[src/rtl/display_scan_ctrl.sv]
// display_scan_ctrl: time-multiplexed scan for a 4-digit 7-segment display.
// Drives the active-low enable and select lines of a 2-to-4 digit decoder and
// presents the BCD nibble / decimal point of the selected digit.  Each digit
// slot is GUARD_CYCLES with the decoder disabled followed by SHOW_CYCLES with
// it enabled, so select changes only ever happen while the decoder is off.
// The digit values are captured once per frame so a frame is never torn.
//
// Optional build macro: LEADING_ZERO_BLANK_EN
//   defined   -> leading zero digits (never digit 0) keep the decoder disabled
//   undefined -> all four digits are always shown
//
//   state    | meaning
//   ---------+-----------------------------------------------------------
//   ST_GUARD | decoder disabled; settle time before showing digit sel
//   ST_SHOW  | decoder enabled (unless blanked); digit sel is lit

module display_scan_ctrl #(
    parameter int SHOW_CYCLES  = 50000,
    parameter int GUARD_CYCLES = 500
) (
    input  logic        clk,
    input  logic        rst_n,
    input  logic [15:0] digits,
    input  logic [3:0]  dp_mask,
    input  logic        blank_req,
    output logic        en,
    output logic        a,
    output logic        b,
    output logic [3:0]  seg_bcd,
    output logic        dp
);

    localparam int MAX_CYC = (SHOW_CYCLES > GUARD_CYCLES) ? SHOW_CYCLES : GUARD_CYCLES;
    localparam int CW      = (MAX_CYC > 1) ? $clog2(MAX_CYC) : 1;

    localparam logic [CW-1:0] GUARD_LAST = CW'(GUARD_CYCLES - 1);
    localparam logic [CW-1:0] SHOW_LAST  = CW'(SHOW_CYCLES - 1);

    localparam logic [0:0] ST_GUARD = 1'b0;
    localparam logic [0:0] ST_SHOW  = 1'b1;

    logic [0:0]    state_q, state_d;
    logic [1:0]    sel_q,   sel_d;
    logic [CW-1:0] cnt_q,   cnt_d;
    logic [15:0]   snap_q,  snap_d;
    logic [3:0]    snap_dp_q, snap_dp_d;
    logic          blank_q;
    logic          snap_take;
    logic          lz_blank;

    // Start of frame: guard interval of digit 0 with a fresh count.
    assign snap_take = (state_q == ST_GUARD) && (sel_q == 2'd0) && (cnt_q == '0);

    // Slot sequencing: guard then show for each digit, advancing sel after show.
    always_comb begin
        state_d   = state_q;
        sel_d     = sel_q;
        cnt_d     = cnt_q + CW'(1);
        snap_d    = snap_q;
        snap_dp_d = snap_dp_q;
        if (state_q == ST_GUARD) begin
            if (cnt_q == GUARD_LAST) begin
                cnt_d   = '0;
                state_d = ST_SHOW;
            end
        end else begin
            if (cnt_q == SHOW_LAST) begin
                cnt_d   = '0;
                state_d = ST_GUARD;
                sel_d   = sel_q + 2'd1;
            end
        end
        if (snap_take) begin
            snap_d    = digits;
            snap_dp_d = dp_mask;
        end
    end

    // State registers with immediate clear on reset.
    always_ff @(posedge clk or negedge rst_n) begin
        if (!rst_n) begin
            state_q   <= ST_GUARD;
            sel_q     <= 2'd0;
            cnt_q     <= '0;
            snap_q    <= 16'd0;
            snap_dp_q <= 4'd0;
            blank_q   <= 1'b0;
        end else begin
            state_q   <= state_d;
            sel_q     <= sel_d;
            cnt_q     <= cnt_d;
            snap_q    <= snap_d;
            snap_dp_q <= snap_dp_d;
            blank_q   <= blank_req;
        end
    end

`ifdef LEADING_ZERO_BLANK_EN
    // Suppress digit sel when it and every more-significant digit are zero.
    always_comb begin
        lz_blank = 1'b0;
        case (sel_q)
            2'd1:    lz_blank = (snap_q[15:4]  == 12'd0);
            2'd2:    lz_blank = (snap_q[15:8]  == 8'd0);
            2'd3:    lz_blank = (snap_q[15:12] == 4'd0);
            default: lz_blank = 1'b0;
        endcase
    end
`else
    assign lz_blank = 1'b0;
`endif

    // Nibble of the selected digit from the frame snapshot.
    always_comb begin
        seg_bcd = snap_q[3:0];
        case (sel_q)
            2'd0:    seg_bcd = snap_q[3:0];
            2'd1:    seg_bcd = snap_q[7:4];
            2'd2:    seg_bcd = snap_q[11:8];
            default: seg_bcd = snap_q[15:12];
        endcase
    end

    assign en = (state_q != ST_SHOW) | blank_q | lz_blank;
    assign a  = sel_q[1];
    assign b  = sel_q[0];
    assign dp = snap_dp_q[sel_q] & ~en;

endmodule

[config.mk]
export PLATFORM = sky130hd
export DESIGN_NAME = display_scan_ctrl
export DESIGN_NICKNAME = d
export VERILOG_FILES = /design/src/rtl/display_scan_ctrl.sv
export SDC_FILE = /design/constraint.sdc
export NUM_CORES = 1
export LEC_CHECK = 0
export ABC_CLOCK_PERIOD_IN_PS = 6100
export BUFFER_PORTS_ARGS = -buffer_cell sky130_fd_sc_hd__buf_2
export CAP_MARGIN = 25
export CORE_UTILIZATION = 30
export DETAILED_ROUTE_END_ITERATION = 16
export HOLD_SLACK_MARGIN = 0.05
export SLEW_MARGIN = 10
export SYNTH_ARGS = -nofsm -noshare
export SYNTH_HDL_FRONTEND = slang
export SYNTH_SLANG_ARGS = --single-unit
[constraint.sdc]
create_clock -name clk -period 6.1 [get_ports clk]
set_clock_uncertainty 0.2 [all_clocks]
set_input_delay 1.525 -clock clk [delete_from_list [all_inputs] [get_ports clk]]
set_output_delay 1.525 -clock clk [all_outputs]
set_load 0.01 [all_outputs]
==> impl_metrics.toml <==
[timing]
relSlewSlack_pct = 37.8
timing.final.crit_share_pct = 56.0
final.setup.tns_ns = 0
rsz0062_at_grt = "no"
drv_slew = 0
finalSetupViolations = 0
worst_pin_slew_ns = 0.933
clock.fmax_mhz = 293
hold_slack_ns = 0.300
hold_viol = 0
period_minus_slack_ns = 3.42

[cts]
htreeDepth = 2
cts_resized = 0
clock_latency_ns = 0.28
clkTransAtPathRegs_ns = 0.08
cts_tree = "built"
ctsHoldBuffers = 0
cts_setup_buffers = 0
cts_inserted_buffers = 5
cts_buffer_depth = 2
cts.sinks = 40
root_buffer = "clkbuf_8"

[grt]
antenna_found_initial = 0
grt_pass1_vias = 1266
globalRouteTotalUtil_pct = 11.5
grt_max_degree = 41
grt_overflow = 0
grt_pass1_wl_um = 5820

[worst_setup_path]
regToRegSetupSlack_ns = 3.68
worst_ep_required_time_ns = 4.38
worstSetupEndpointType = "output port"
r2r_cells = 6
cp_slowest_cell = "dfrtp_1"
rr_startpoint = "sel_q[0]"
worstSetupPathType = "flop to output port"
critPathLaunchType = "flop"
arrival_ns = 1.69
worstSetupPathDepth = 5
path_max_fanout = 6
r2r_end = "snap_q[14]"
cpLargestDelayFamily = "flip-flops"
cp_num_buf_inv = 2
crit_chain = "inv_1 -> ha_1 -> a222oi_1 -> mux2i_1 -> buf_2"
crit_path_max_incr_delay_ns = 0.46

[place]
place_inst = 264
gp_congestion = 0.792
place_hpwl_um = 2550
io_buffers = 30

[finish]
finalNonFillerCells = 271
layout-drive-gt1-share_pct = 33.2
multiInputGateArea_sq_um = 850
fin_util_pct = 37.6
final_nets = 225
antenna_cells = 0
seqCellArea_sq_um = 1000
area_growth_pct = 18.4
nFillCells = 597

[yosys]
ys_top_cells_by_area = "dfrtp_1, mux2_2, xnor2_1"
yosys.area.top_type = "dfrtp_1"
synth.avg_cell_area_sq_um = 11.7
synth_seq_cells = 40
synth_cells = 164
yosysMostFrequentCell = "dfrtp_1"
synth-edff-count = 0
synth.net_count = 193
synthTopCellsByCount = "dfrtp_1, mux2_2, nor2_1"
synthArstFlopShare_pct = 100
synth.distinct_cells = 32
yosysTopAreaCellShare_pct = 52.1
ys_warn_count = 0
synthFlopType = "dfrtp_1"
yosysSeqAreaShare_pct = 52.1
syn-cell-area_sq_um = 1920

[detailed_routing]
firstDrtPassIters = 4
num_vias = 1285
drtAntennaViolNets = 0
finalWirelength_um = 3470
wire_per_inst_um = 12.8
drc_errors = 0
detail_route.iter0.violations = 48
viasPerCell = 4.74

[min_path]
worst_hold_path.endpoint = "cnt_q[0]"
hp-start = "cnt_q[0]"
hold_depth = 1
min_path_type = "flop to flop"

[floorplan]
dieArea_sq_um = 6730
pin_count = 31
initial_core_util_pct = 31.7
die_h_um = 82.0
die_w_um = 82.0
rows = 28
core_sq_um = 6060

[power]
swShare_pct = 18.6
pwr-share-clk_pct = 45.5
p_int_uw = 445
power_frac_seq_pct = 50.3
p_sw_uw = 102
pwr-share-comb_pct = 4.2
leakagePower_nw = 1.01
ir_worst_vdd_mv = 0.0914
power_density_nw_per_um2 = 240

[flow_run]
cap_violations = 0

[run_status]
status = "completed"
[sequential cells by signal, summed over array words and instances (netlist names)]
signal / cells
blank_q: 1
snap_dp_q: 4
snap_q: 16
cnt_q: 16
sel_q: 2
state_q: 1
[final cells by class]
class | instances | share of cell area, %
multi-input cells | 106 | 37.3
clock buffers | 5 | 3.02
inverters | 12 | 1.98
flip-flops and latches | 40 | 44.0
repair buffers | 31 | 6.93
clock inverters | 2 | 2.64
well taps | 75 | 4.12
[power groups by stage]
stage	registers (mW)	clock network [mW]	logic, mW
floorplan	0.280	0	0.00923
detailed placement	0.281	0	0.0237
finish	0.275	0.249	0.0229
global placement	0.281	0	0.0234
global route	0.276	0.265	0.0266
CTS	0.275	0.257	0.0238
[routing by layer]
layer | global-route usage [%] | routed length (um)
met1 | 13.7 | 1650
met2 | 19.6 | 1610
met3 | 2.67 | 167
met4 | 5.26 | 48
met5 | 0 | 0
[logic make-up (layout without fill, tap and decap cells)]
group	count (synthesis)	after routing	share of synthesized area, %
AND/OR/NAND/NOR	51	51	14.3
buffers and inverters	18	50	3.97
adder cells (fa/ha/maj)	6	6	3.91
AO/OA/AOI/OAI	9	9	3.65
XOR/XNOR	14	14	6.38
multiplexers	26	26	15.8
flip-flops	40	40	52.1
[cells in the final DEF, fill, tap and decap left out, drive strengths merged, types with 4 or more instances in the layout]
cell     n
nand3    5
nor3     6
dfrtp   40
mux2    21
xnor2    9
clkbuf   5
nor4     4
inv     12
buf     31
nand2    7
nor2    15
ha       6
xor2     5
nand4    6
a222oi   4
mux2i    4
[through the flow]
stage / setup WS, ns / power [mW] / area (sq um)
2_1_floorplan: 3.13 / 0.289 / 1920
3_3_place_gp: 3.03 / 0.304 / 2150
3_5_place_dp: 2.99 / 0.304 / 2150
4_1_cts: 2.66 / 0.556 / 2280
5_1_grt: 2.53 / 0.568 / 2280
6_report: 2.68 / 0.547 / 2280
[worst register-to-register path: stages (launching register included)]
cell and delay (ns):
dfrtp_1 0.46, inv_1 0.11, ha_1 0.25, or4bb_1 0.52
nor3_2 0.11, buf_4 0.29, mux2_2 0.38
[worst max-delay path by stage]
stage	from	endpoint	slack [ns]
2_1_floorplan	sel_q[0]	seg_bcd[3]	3.13
3_3_place_gp	sel_q[0]	seg_bcd[3]	3.03
3_5_place_dp	sel_q[0]	seg_bcd[0]	2.99
4_1_cts	sel_q[0]	seg_bcd[3]	2.66
5_1_grt	sel_q[1]	seg_bcd[0]	2.53
6_report	sel_q[0]	seg_bcd[3]	2.68
No activity file was read; power rests on OpenSTA's default activity.
